### src/rtl/nibble_chain_pkg.sv
// Shared types and the slice-add helper for the beat-serial chain adder.
// The helper works at a fixed maximum width so any slice width up to SLICE_W_MAX can reuse it.
package nibble_chain_pkg;

  typedef enum logic [0:0] {
    IDLE   = 1'b0,
    ACTIVE = 1'b1
  } state_t;

  localparam int MAX_BEATS_LIMIT = 255;
  localparam int CNT_W           = $clog2(MAX_BEATS_LIMIT + 1);
  localparam int SLICE_W_MAX     = 32;

  // Returns {carry, sum}; callers zero-extend their operands and truncate the result.
  function automatic logic [SLICE_W_MAX:0] add_slice(
    input logic [SLICE_W_MAX-1:0] a,
    input logic [SLICE_W_MAX-1:0] b,
    input logic                   cin
  );
    add_slice = {1'b0, a} + {1'b0, b} + {{SLICE_W_MAX{1'b0}}, cin};
  endfunction

endpackage

### src/rtl/nibble_chain_adder_slice_adder.sv
// Combinational W-bit slice add with carry-in/out and an optional subtract (invert-B) path.
// o_carry is the true adder carry; o_cout is what the block reports (borrow when subtracting).
module slice_adder
  import nibble_chain_pkg::*;
#(
  parameter int W = 4
) (
  input  logic [W-1:0] i_a,
  input  logic [W-1:0] i_b,
  input  logic         i_cin,
  input  logic         i_sub,
  output logic [W-1:0] o_s,
  output logic         o_carry,
  output logic         o_cout
);

  logic [W-1:0] w_b;

  assign w_b = i_sub ? ~i_b : i_b;

  assign {o_carry, o_s} = (W + 1)'(add_slice(SLICE_W_MAX'(i_a), SLICE_W_MAX'(w_b), i_cin));

  assign o_cout = i_sub ? ~o_carry : o_carry;

endmodule

### src/rtl/nibble_chain_adder.sv
// Beat-serial multi-word adder: one W-bit slice per beat, LSB first, carry held between beats.
// Define NIBBLE_CHAIN_ADDER_SUB_EN to add the 'sub' port (subtract with Cin/Cout as borrow).
module nibble_chain_adder
  import nibble_chain_pkg::*;
#(
  parameter int W         = 4,
  parameter int MAX_BEATS = 8
) (
  input  logic         clk,
  input  logic         rst_n,
  input  logic         in_valid,
  output logic         in_ready,
  input  logic         in_first,
  input  logic         in_last,
  input  logic [W-1:0] A,
  input  logic [W-1:0] B,
  input  logic         Cin,
`ifdef NIBBLE_CHAIN_ADDER_SUB_EN
  input  logic         sub,
`endif
  output logic         out_valid,
  input  logic         out_ready,
  output logic [W-1:0] S,
  output logic         Cout,
  output logic         out_last,
  output logic         err
);

  state_t           r_state;
  logic [CNT_W-1:0] r_cnt;
  logic             r_carry;
  logic             r_sub;
  logic             r_err;
  logic             r_out_valid;
  logic [W-1:0]     r_s;
  logic             r_cout;
  logic             r_last;

  state_t           w_state_n;
  logic [CNT_W-1:0] w_cnt_n;
  logic             w_carry_n;
  logic             w_sub_n;
  logic             w_err_n;
  logic             w_force_last;
  logic             w_accept;
  logic             w_orphan;
  logic             w_sub_in;
  logic             w_sub_eff;
  logic             w_cin;
  logic [W-1:0]     w_s;
  logic             w_carry;
  logic             w_cout;

`ifdef NIBBLE_CHAIN_ADDER_SUB_EN
  assign w_sub_in = sub;
`else
  assign w_sub_in = 1'b0;
`endif

  assign in_ready = rst_n & (~r_out_valid | out_ready);
  assign w_accept = in_valid & in_ready;

  // A non-first beat arriving while idle has no carry history: it is added with cin=0.
  assign w_orphan  = ~in_first & (r_state == IDLE);
  assign w_sub_eff = in_first ? w_sub_in : (w_orphan ? 1'b0 : r_sub);
  assign w_cin     = in_first ? (w_sub_in ? ~Cin : Cin) : (w_orphan ? 1'b0 : r_carry);

  slice_adder #(
    .W(W)
  ) u_slice_adder (
    .i_a    (A),
    .i_b    (B),
    .i_cin  (w_cin),
    .i_sub  (w_sub_eff),
    .o_s    (w_s),
    .o_carry(w_carry),
    .o_cout (w_cout)
  );

  always_comb begin
    w_state_n    = r_state;
    w_cnt_n      = r_cnt;
    w_carry_n    = r_carry;
    w_sub_n      = r_sub;
    w_err_n      = r_err;
    w_force_last = 1'b0;
    if (w_accept) begin
      if (in_first) begin
        w_sub_n = w_sub_in;
        w_cnt_n = CNT_W'(1);
        if (r_state == ACTIVE) begin
          w_err_n = 1'b1;
        end
      end else if (r_state == IDLE) begin
        w_sub_n = 1'b0;
        w_cnt_n = CNT_W'(1);
        w_err_n = 1'b1;
      end else begin
        w_cnt_n = r_cnt + CNT_W'(1);
        // Operand overran MAX_BEATS without a last marker: close it out here.
        if (!in_last && (w_cnt_n == CNT_W'(MAX_BEATS))) begin
          w_err_n      = 1'b1;
          w_force_last = 1'b1;
        end
      end
      if (in_last || w_force_last) begin
        w_state_n = IDLE;
        w_cnt_n   = '0;
        w_carry_n = 1'b0;
      end else begin
        w_state_n = ACTIVE;
        w_carry_n = w_carry;
      end
    end
  end

  always_ff @(posedge clk or negedge rst_n) begin
    if (!rst_n) begin
      r_state     <= IDLE;
      r_cnt       <= '0;
      r_carry     <= 1'b0;
      r_sub       <= 1'b0;
      r_err       <= 1'b0;
      r_out_valid <= 1'b0;
      r_s         <= '0;
      r_cout      <= 1'b0;
      r_last      <= 1'b0;
    end else begin
      r_state <= w_state_n;
      r_cnt   <= w_cnt_n;
      r_carry <= w_carry_n;
      r_sub   <= w_sub_n;
      r_err   <= w_err_n;
      if (w_accept) begin
        r_out_valid <= 1'b1;
        r_s         <= w_s;
        r_cout      <= w_cout;
        r_last      <= in_last | w_force_last;
      end else if (out_ready) begin
        r_out_valid <= 1'b0;
      end
    end
  end

  assign out_valid = r_out_valid;
  assign S         = r_s;
  assign Cout      = r_cout;
  assign out_last  = r_last;
  assign err       = r_err;

endmodule

### config.mk
export PLATFORM = sky130hd
export DESIGN_NAME = nibble_chain_adder
export DESIGN_NICKNAME = d
export VERILOG_FILES = /design/src/rtl/nibble_chain_pkg.sv /design/src/rtl/nibble_chain_adder_slice_adder.sv /design/src/rtl/nibble_chain_adder.sv
export SDC_FILE = /design/constraint.sdc
export NUM_CORES = 1
export LEC_CHECK = 0
export BUFFER_PORTS_ARGS = -buffer_cell sky130_fd_sc_hd__buf_2
export CAP_MARGIN = 15
export CORE_ASPECT_RATIO = 1.25
export CORE_MARGIN = 5
export CORE_UTILIZATION = 51
export CTS_CLUSTER_SIZE = 40
export DETAILED_ROUTE_END_ITERATION = 7
export PLACE_DENSITY = 0.77
export RECOVER_POWER = 25
export REMOVE_ABC_BUFFERS = 1
export SLEW_MARGIN = 20
export SYNTH_ARGS = -nofsm -noshare
export SYNTH_HDL_FRONTEND = slang
export SYNTH_SLANG_ARGS = --single-unit
### constraint.sdc
create_clock -name clk -period 2.3 [get_ports clk]
set_input_delay 0.46 -clock clk [delete_from_list [all_inputs] [get_ports clk]]
set_output_delay 0.46 -clock clk [all_outputs]
set_load 0.02 [all_outputs]
==> flow_summary_export.csv, run 1 <==
group,metric,value,unit
place,dp_hpwl,1550,um
global_route,grt_first_pass_wirelength,3470,um
timing,fin_skew,0.00309,ns
timing,fmax,494,MHz
die,fp.dieArea,2940,um2
cts,htree_num_levels,1,
yosys,synth_enable_flop_cells,0,
place,dpl.cell_count,140,
yosys,synthFlopType,"sky130_fd_sc_hd__dfrtp_1",
timing,worst_pin_slew,0.709,ns
cts,cts.hold.buffers_added,0,
critical_path,crit_path_start,"r_state",
critical_path,crit_fanout,4,
timing,rsz_0062_raised_after_global_routing,"no",
cts,cts_inserted_buffers,3,
timing,fin_crit,2.02,ns
yosys,netlist-cell-type-count,30,
power_and_ir_drop,power.density,600,nW/um2
cts,ctsResizeCount,0,
critical_path,data_arrival_time_of_the_worst_path,2.26,ns
timing,timing.final.setup_violations,0,
cts,cts_post_setup_buffers_inserted,0,
yosys,yosys-top-cells-area,"sky130_fd_sc_hd__dfrtp_1 (45%), sky130_fd_sc_hd__ha_1 (5.0%), sky130_fd_sc_hd__fa_1 (4.0%), sky130_fd_sc_hd__a31oi_1 (3.1%), sky130_fd_sc_hd__o21ai_0 (3.0%)",
cts,tritoncts_clock_tree,"built",
critical_path,critical_path.startpoint_type,"flop",
yosys,post_synth_inst_count,98,
layout,final-seq-area,450,um2
timing,hold_viol_final,0,
yosys,synth_area,993,um2
die,die-height,59.3,um
place,finalWeightedCongestion,0.801,
power_and_ir_drop,power.static_leakage,0.568,nW
yosys,synth.top_cell.area_share,45.3,%
timing,timing.setup.tns,0,ns
yosys,yosys_reg_bits,18,
die,pin_count,24,
die,core_area,1810,um2
drt,antenna_left,0,
drt,first_iter_violations,13,
layout,total_area_of_multi_input_combinational_cells,512,um2
layout,layout.cells.most_common_list,"sky130_fd_sc_hd__buf_2 (22), sky130_fd_sc_hd__dfrtp_1 (18), sky130_fd_sc_hd__nand2_1 (8)",
timing,max-slew-margin-rel,52.8,%
global_route,grt_util_all_layers,15.3,%
layout,flow.area_growth_from_synthesis,17.1,%
layout,post_route_cells_drive_above_1_share,25.8,%
job,maxCapViolCount,0,
layout,fillCellCount,164,
place,port-buffer-count,23,
global_route,number_of_global_route_vias_before_repair,822,
yosys,post_synthesis_area_per_instance,10.1,um2
drt,vias_per_cell,5.84,
yosys,synth.yosys.warnings,0,
cts,path_clk_slew,0.09,ns
layout,finish.cell_count_without_fillers,143,
cts,worstSkewPairLatency,0.29,ns
power_and_ir_drop,worst_vdd_ir,0.000439,V
die,horizontal_die_dimension,49.5,um
global_route,grt_overflow,0,
yosys,synth_async_sr_flop_share,100,%
cts,cts_root_buffer,"sky130_fd_sc_hd__clkbuf_4",
critical_path,criticalPathCategory,"flop to flop",
drt,dr.pass1.iters,4,
timing,period_share,88.0,%
drt,drt-wirelength-per-cell,14.0,um
min_path,hp-class,"input pin to async pin",
layout,mostFrequentLayoutCell,"sky130_fd_sc_hd__buf_2",
cts,max-clock-path-buffers,2,
die,standard_cell_rows,17,
yosys,synth_top_area_cell,"sky130_fd_sc_hd__dfrtp_1",
drt,post-route-drc-count,0,
global_route,pin_count_of_the_biggest_net_entering_global_routing,17,
timing,slew_viol_final,0,
drt,via_total_after_detailed_routing,835,
yosys,synth_seq_area_share,45.3,%
drt,finalWirelength,2000,um
critical_path,worstPathRequired,2.53,ns
layout,nets,147,
die,start_util,54.9,%
critical_path,worstSetupEndpointType,"flop",
layout,antenna_cells_inserted,0,
global_route,initial_antenna_violation_count,0,
critical_path,rr_startpoint,"r_state",
cts,cts_sinks,18,
outcome,run_status,"complete, no violations",
-- critical path: stages (launching register included) --
cell	delay, ns
sky130_fd_sc_hd__dfrtp_1	0.41
sky130_fd_sc_hd__nor2b_1	0.19
sky130_fd_sc_hd__a22oi_1	0.11
sky130_fd_sc_hd__fa_1	0.41
sky130_fd_sc_hd__fa_1	0.41
sky130_fd_sc_hd__nor2b_1	0.11
sky130_fd_sc_hd__o21ai_0	0.07
sky130_fd_sc_hd__nand2b_1	0.10
sky130_fd_sc_hd__a32o_1	0.16
-- state kept, by name, indices dropped and copies added, names as in the netlist --
| register | count |
|---|---|
| Cout | 1 |
| S | 4 |
| err | 1 |
| out_last | 1 |
| out_valid | 1 |
| r_carry | 1 |
| r_cnt | 8 |
| r_state | 1 |
-- final timing paths --
kind | endpoint | slack [ns] | cells after the start
max reg2reg | r_carry | 0.28 | 8
max in group asynchronous | r_cnt[7] | 1.54 | 2
min in group clk | err | 0.47 | 1
min reg2reg | err | 0.47 | 1
max | r_carry | 0.28 | 8
min | out_last | 0.19 | 1
-- cell usage after synthesis (3+ instances only) --
cell type and n:
sky130_fd_sc_hd__nor2b_1 3, sky130_fd_sc_hd__nand2b_1 3, sky130_fd_sc_hd__inv_1 5, sky130_fd_sc_hd__and3_1 4, sky130_fd_sc_hd__a31oi_1 5, sky130_fd_sc_hd__nand3_1 4, sky130_fd_sc_hd__o21ai_0 6, sky130_fd_sc_hd__a22o_1 3
sky130_fd_sc_hd__a21oi_1 4, sky130_fd_sc_hd__nand3b_1 4, sky130_fd_sc_hd__dfrtp_1 18, sky130_fd_sc_hd__nand2_1 8, sky130_fd_sc_hd__nor2_1 4, sky130_fd_sc_hd__ha_1 4
-- cells by family (layout without fill, tap and decap cells) --
group                    count (synthesis)  after routing  synth area share, %
flip-flops                              18             18                 45.3
AND/OR/NAND/NOR                         34             34                 19.1
AO/OA/AOI/OAI                           27             27                 18.6
XOR/XNOR                                 4              4                 3.53
multiplexers                             1              1                 1.13
buffers and inverters                    8             34                 3.15
adder cells (fa/ha/maj)                  6              6                 9.07
-- layer usage --
metal | track usage, % | share of wire, % | vias to the layer above | wire length, um
met5 | 0 | 0 | - | 0
met2 | 24.9 | 50 | 23 | 1010
li1 | - | - | 404 | -
met3 | 4.03 | 5.9 | 5 | 119
met4 | 9.36 | 2.7 | 0 | 53
met1 | 17.9 | 41 | 403 | 819
-- where the power goes --
group | switching [mW] | internal [mW] | leakage [nW] | total (mW)
Clock | 0.0888 | 0.0610 | 0.0138 | 0.150
Combinational | 0.100 | 0.0703 | 0.325 | 0.171
Sequential | 0.0260 | 0.352 | 0.229 | 0.378
Total | 0.215 | 0.483 | 0.568 | 0.698
-- stage by stage --
| stage | hold WS (ns) | util (%) | worst slack, ns | cell area, um2 | power (mW) |
|---|---|---|---|---|---|
| 5_1_grt | 0.225 | 64.4 | 0.158 | 1160 | 0.744 |
| 3_5_place_dp | 0.366 | 63.2 | 0.132 | 1140 | 0.558 |
| 2_1_floorplan | 0.164 | - | 0.367 | 981 | 0.488 |
| 3_3_place_gp | 0.362 | 63.2 | 0.191 | 1140 | 0.552 |
| 4_1_cts | 0.0435 | 64.4 | 0.270 | 1160 | 0.707 |
| 6_report | 0.185 | 64.4 | 0.275 | 1160 | 0.698 |
-- layout make-up --
cell class | instances | share of cell area [%]
multi-input combinational | 72 | 44.0
sequential | 18 | 38.7
timing repair buffer | 26 | 11.7
tap | 19 | 2.04
clock buffer | 3 | 1.94
inverter | 5 | 1.61
No activity file was read; power rests on OpenSTA's default activity.
==> inputs of run 2 (changes only) <==
==> constraint.sdc (replaced) <==
create_clock -name clk -period 1.9 [get_ports clk]
set_input_delay 0.38 -clock clk [delete_from_list [all_inputs] [get_ports clk]]
set_output_delay 0.38 -clock clk [all_outputs]
set_load 0.02 [all_outputs]
==> flow_summary_export.csv, run 2 (same netlist as run 1, synthesis figures left out) <==
group,metric,value,unit
die,core_area,1810,um2
die,fp.dieArea,2940,um2
critical_path,ff2ff_setup_slack,0.07,ns
die,horizontal_die_dimension,49.5,um
min_path,timing.hold.worst.start,"out_ready",
power_and_ir_drop,total_power,0.965,mW
job,maxCapViolCount,0,
place,post_placement_cell_area,1190,um2
power_and_ir_drop,power.static_leakage,0.632,nW
critical_path,worstSetupEndpointType,"flop",
timing,timing.setup.tns,0,ns
die,start_util,54.9,%
timing,period_share,96.4,%
drt,drt-wirelength-per-cell,15.1,um
timing,worst_pin_slew,0.389,ns
layout,flow.area_growth_from_synthesis,29.7,%
critical_path,crit_fanout,3,
place,dpl.cell_count,147,
global_route,grt_first_pass_wirelength,4040,um
global_route,pin_count_of_the_biggest_net_entering_global_routing,12,
cts,cts_sinks,18,
drt,first_iter_violations,5,
outcome,run_status,"complete, no violations",
cts,tritoncts_clock_tree,"built",
critical_path,rr_startpoint,"r_cnt[0]",
layout,post_route_cells_drive_above_1_share,36.8,%
layout,max_reg_flops,8,
drt,via_total_after_detailed_routing,875,
critical_path,worstPathRequired,2.11,ns
critical_path,critical_path.reg2reg.endpoint,"r_carry",
global_route,grt_overflow,0,
critical_path,critical_path.startpoint_type,"flop",
power_and_ir_drop,power.density,749,nW/um2
cts,htree_num_levels,1,
layout,finish.instance_area,1290,um2
global_route,initial_antenna_violation_count,0,
cts,cts_inserted_buffers,3,
timing,max-slew-margin-rel,74.1,%
cts,cts_root_buffer,"sky130_fd_sc_hd__clkbuf_4",
layout,mostFrequentLayoutCell,"sky130_fd_sc_hd__buf_2",
drt,vias_per_cell,5.65,
place,dp_hpwl,1740,um
die,die-height,59.3,um
drt,finalWirelength,2330,um
power_and_ir_drop,worst_vdd_ir,0.000513,V
timing,fin_skew,0.00515,ns
critical_path,criticalPathCategory,"flop to flop",
layout,nets,158,
timing,fmax,546,MHz
global_route,number_of_global_route_vias_before_repair,911,
critical_path,rr_worst_depth,6,
die,standard_cell_rows,17,
min_path,hp-class,"input pin to flop",
die,pin_count,24,
critical_path,data_arrival_time_of_the_worst_path,2.04,ns
drt,dr.pass1.iters,4,
timing,hold_viol_final,0,
drt,antenna_left,0,
place,port-buffer-count,23,
cts,worstSkewPairLatency,0.31,ns
timing,fin_crit,1.83,ns
timing,slew_viol_final,0,
global_route,grt_util_all_layers,18.2,%
layout,layout.cells.most_common_list,"sky130_fd_sc_hd__buf_2 (23), sky130_fd_sc_hd__dfrtp_1 (18), sky130_fd_sc_hd__buf_4 (12)",
drt,post-route-drc-count,0,
min_path,min_delay_worst_endpoint,"out_valid",
place,finalWeightedCongestion,0.819,
min_path,hold_path_depth,3,
timing,hold_ws,0.402,ns
layout,antenna_cells_inserted,0,
cts,max-clock-path-buffers,2,
layout,largest_register,"r_cnt",
cts,path_clk_slew,0.10,ns
timing,rsz_0062_raised_after_global_routing,"yes",
layout,finish.cell_count_without_fillers,155,
timing,timing.final.setup_violations,0,
-- run 2: area by class of cell --
type	count	area, um2
timing repair buffer	37	219
fill	139	519
sequential	18	450
multi-input combinational	72	541
tap	19	23.8
inverter	5	18.8
clock buffer	4	36.3
-- run 2: through the flow --
step	worst slack, ns	util (%)
after floorplan	0.00474	-
after global placement	-0.129	66.1
after detailed placement	-0.195	66.1
after CTS	0.0162	69.3
after global routing	-0.0285	71.3
final	0.0675	71.3
-- run 2: how the worst max path moves through the flow --
stage,depth (start not counted),startpoint,to
after global routing,8,r_state,r_carry
after floorplan,5,r_cnt[0],r_carry
final,6,r_cnt[0],r_carry
after CTS,8,r_state,r_carry
after global placement,9,in_first,r_carry
after detailed placement,9,in_first,r_carry
-- run 2: critical path, stage by stage (launching register included) --
cell	delay (ns)
sky130_fd_sc_hd__dfrtp_1	0.42
sky130_fd_sc_hd__buf_4	0.16
sky130_fd_sc_hd__a21boi_2	0.12
sky130_fd_sc_hd__a32oi_1	0.06
sky130_fd_sc_hd__or4_1	0.45
sky130_fd_sc_hd__or2_4	0.27
sky130_fd_sc_hd__a32o_1	0.24
-- run 2: what timing repair did --
item	4_1_cts	5_1_grt
buffers inserted	0	3
endpoints found under the hold margin	5	0
setup endpoints to repair	3	8
resized for setup	4	5
hold buffers	1	0
pin swaps	1	0
-- run 2: power by group --
part,switching [mW],internal [mW],total (mW)
clock,0.131,0.117,0.248
sequential,0.0250,0.426,0.451
combinational,0.146,0.120,0.267
-- run 2: routing by layer --
metal  vias up  global-route usage [%]  wire [um]
met1       419                    20.3       1010
met5         -                       0          0
met4         0                    10.9         53
met3         6                    4.53        121
met2        23                    31.1       1150
li1        427                       -          -
==> inputs of run 3 (changes only) <==
--- a/config.mk
+++ b/config.mk
@@ -5,16 +5,16 @@
 export SDC_FILE = /design/constraint.sdc
 export NUM_CORES = 1
 export LEC_CHECK = 0
+export ABC_AREA = 1
 export BUFFER_PORTS_ARGS = -buffer_cell sky130_fd_sc_hd__buf_2
 export CAP_MARGIN = 15
 export CORE_ASPECT_RATIO = 1.25
 export CORE_MARGIN = 5
-export CORE_UTILIZATION = 51
+export CORE_UTILIZATION = 53
 export CTS_CLUSTER_SIZE = 40
 export DETAILED_ROUTE_END_ITERATION = 7
-export PLACE_DENSITY = 0.77
+export PLACE_DENSITY = 0.78
 export RECOVER_POWER = 25
-export REMOVE_ABC_BUFFERS = 1
 export SLEW_MARGIN = 20
 export SYNTH_ARGS = -nofsm -noshare
 export SYNTH_HDL_FRONTEND = slang
==> flow_summary_export.csv, run 3 <==
group,metric,value,unit
cts,cts_inserted_buffers,3,
global_route,grt_overflow,0,
cts,path_clk_slew,0.10,ns
cts,worstSkewPairLatency,0.29,ns
critical_path,worst-path-buf-inv,4,
timing,rsz_0062_raised_after_global_routing,"yes",
timing,worst_pin_slew,0.955,ns
global_route,grt_first_pass_wirelength,4290,um
yosys,yosys-top-cells-area,"sky130_fd_sc_hd__dfrtp_1 (39%), sky130_fd_sc_hd__nand2_1 (14%), sky130_fd_sc_hd__inv_1 (5.6%), sky130_fd_sc_hd__o21ai_0 (4.8%), sky130_fd_sc_hd__ha_1 (4.4%)",
critical_path,cpLargestDelayFamily,"adder cells",
critical_path,crit_fanout,2,
critical_path,critical_path.slowest_cell,"sky130_fd_sc_hd__dfrtp_1",
global_route,pin_count_of_the_biggest_net_entering_global_routing,24,
outcome,failed_checks,"negative setup slack",
critical_path,ff2ff_setup_slack,-0.06,ns
critical_path,worstPathCellList,"inv_2 > nor2_4 > inv_2 > o21ai_1 > inv_1 > fa_2 > fa_2 > buf_4 > xor2_1 > o21ai_0",
die,start_util,56.4,%
cts,cts.hold.buffers_added,0,
critical_path,data_arrival_time_of_the_worst_path,2.19,ns
global_route,number_of_global_route_vias_before_repair,1052,
critical_path,critical_path.startpoint_type,"flop",
yosys,synthMostInstantiatedCell,"sky130_fd_sc_hd__nand2_1",
yosys,yosys-top-cells-count,"sky130_fd_sc_hd__nand2_1 (44), sky130_fd_sc_hd__dfrtp_1 (18), sky130_fd_sc_hd__inv_1 (17)",
drt,post-route-drc-count,0,
yosys,synth_enable_flop_cells,0,
die,core_area,2030,um2
drt,drt-wirelength-per-cell,12.2,um
timing,hold_ws,0.262,ns
layout,finish.cell_count_without_fillers,202,
timing,fin_crit,1.96,ns
place,dpl.cell_count,195,
yosys,yosys_reg_bits,18,
layout,layout.cells.most_common_list,"sky130_fd_sc_hd__nand2_1 (44), sky130_fd_sc_hd__buf_2 (22), sky130_fd_sc_hd__dfrtp_1 (18)",
layout,nets,204,
critical_path,worstPathRequired,2.12,ns
yosys,post_synthesis_area_per_instance,7.67,um2
timing,period_share,103,%
drt,dr.pass1.iters,4,
drt,first_iter_violations,28,
die,pin_count,24,
timing,max-slew-margin-rel,36.3,%
timing,fmax,510,MHz
layout,post_route_cells_drive_above_1_share,30.2,%
min_path,hold_path_depth,2,
global_route,initial_antenna_violation_count,0,
die,fp.dieArea,3190,um2
layout,mostFrequentLayoutCell,"sky130_fd_sc_hd__nand2_1",
layout,antenna_cells_inserted,0,
die,die-height,61.9,um
layout,largest_register,"r_cnt",
yosys,synth_area,1140,um2
global_route,grt_util_all_layers,17.5,%
cts,tritoncts_clock_tree,"built",
place,dp_hpwl,1900,um
timing,slew_viol_final,0,
min_path,min_delay_worst_endpoint,"out_valid",
critical_path,rr_worst_depth,10,
drt,antenna_left,0,
cts,cts_sinks,18,
cts,htree_num_levels,1,
outcome,run_status,"complete, but fails checks",
critical_path,rr_startpoint,"r_state",
yosys,synthFlopType,"sky130_fd_sc_hd__dfrtp_1",
yosys,synth_seq_area_share,39.4,%
power_and_ir_drop,worst_vdd_ir,0.000520,V
cts,max-clock-path-buffers,2,
yosys,synth_top_area_cell,"sky130_fd_sc_hd__dfrtp_1",
layout,flow.area_growth_from_synthesis,21.4,%
yosys,synth.yosys.warnings,0,
yosys,post_synth_inst_count,149,
place,port-buffer-count,23,
drt,vias_per_cell,5.44,
layout,max_reg_flops,8,
yosys,synth_nets,170,
timing,fin_skew,0.00367,ns
cts,cts_root_buffer,"sky130_fd_sc_hd__clkbuf_4",
job,maxCapViolCount,0,
critical_path,critical_path.reg2reg.endpoint,"S[2]",
die,standard_cell_rows,18,
critical_path,worstSetupEndpointType,"flop",
timing,hold_viol_final,0,
power_and_ir_drop,power.density,684,nW/um2
critical_path,criticalPathCategory,"flop to flop",
timing,timing.final.setup_violations,2,
place,finalWeightedCongestion,0.897,
drt,via_total_after_detailed_routing,1099,
layout,fillCellCount,181,
critical_path,cp_slowest_stage_delay,0.37,ns
yosys,netlist-cell-type-count,27,
die,horizontal_die_dimension,51.5,um
min_path,hp-class,"input pin to flop",
yosys,synth_async_sr_flop_share,100,%
timing,timing.final.ws_setup,-0.0622,ns
power_and_ir_drop,power.static_leakage,0.674,nW
min_path,timing.hold.worst.start,"out_ready",
yosys,synth.top_cell.area_share,39.4,%
drt,finalWirelength,2470,um
## run 3: changes by cell type in the layout (fill, tap and decap cells not counted), moves of 5 or more
| cell | previous run | this run |
|---|---|---|
| sky130_fd_sc_hd__a31oi_1 | 5 | 0 |
| sky130_fd_sc_hd__inv_1 | 5 | 15 |
| sky130_fd_sc_hd__nand2_1 | 8 | 44 |
| sky130_fd_sc_hd__nand4_1 | 0 | 8 |
## run 3: worst register-to-register path, cell delays in order (launching register included)
cell and delay, ns:
sky130_fd_sc_hd__dfrtp_1 0.37, sky130_fd_sc_hd__inv_2 0.06, sky130_fd_sc_hd__nor2_4 0.12, sky130_fd_sc_hd__inv_2 0.04
sky130_fd_sc_hd__o21ai_1 0.11, sky130_fd_sc_hd__inv_1 0.06, sky130_fd_sc_hd__fa_2 0.35, sky130_fd_sc_hd__fa_2 0.36
sky130_fd_sc_hd__buf_4 0.14, sky130_fd_sc_hd__xor2_1 0.13, sky130_fd_sc_hd__o21ai_0 0.15
## run 3: layout make-up
cell class / count / area, um2 / share of cell area [%]
clock buffer: 4 / 36.3 / 2.62
inverter: 20 / 75.1 / 5.42
multi-input combinational: 108 / 622 / 44.9
sequential: 18 / 450 / 32.5
tap: 20 / 25.0 / 1.81
timing repair buffer: 32 / 178 / 12.8
## run 3: timing repair
item                                    CTS  global route
buffers inserted                          0             3
pin swaps                                 2             1
resized for setup                         0             3
endpoints found under the setup margin    3             4
## run 3: power by group
group	total, mW	leakage (nW)	switching, mW	internal, mW
registers	0.446	0.230	0.0213	0.424
logic	0.269	0.423	0.162	0.107
clock network	0.233	0.0210	0.116	0.117
## run 3: routing by layer
layer  wire length [um]  vias to the layer above  global-route usage (%)
li1                   -                      553                       -
met1               1050                      507                    20.4
met2               1250                       30                    32.9
met3                106                        9                    1.67
met4                 73                        0                    7.49
met5                  0                        -                       0
## run 3: cells by family (layout without fill, tap and decap cells)
kind of cell / after synthesis / after routing / share of synthesized area, %
compound gates: 20 / 20 / 9.53
xor+xnor: 2 / 2 / 1.53
fa+ha+maj: 6 / 6 / 7.89
buf+inv: 23 / 56 / 7.89
flops: 18 / 18 / 39.4
simple gates: 80 / 80 / 33.7
## run 3: worst max path at each step
stage,from,end,slack [ns],cells past startpoint
after floorplan,r_state,r_carry,-0.07,12
after global placement,in_first,r_carry,-0.12,12
after detailed placement,in_first,r_carry,-0.19,12
after CTS,r_state,r_carry,-0.06,12
after global routing,r_state,r_carry,-0.19,12
final,r_state,S[2],-0.06,10
## run 3: metrics by stage
step	total power [mW]	utilization [%]	area (um2)	setup WS [ns]	TNS, ns
detailed placement	0.712	65.4	1330	-0.187	-0.430
global placement	0.702	65.4	1330	-0.124	-0.231
floorplan	0.603	-	1150	-0.0720	-0.0720
global route	1.01	68.4	1390	-0.195	-0.408
CTS	0.943	67.2	1360	-0.0562	-0.0562
finish	0.948	68.4	1390	-0.0622	-0.0938
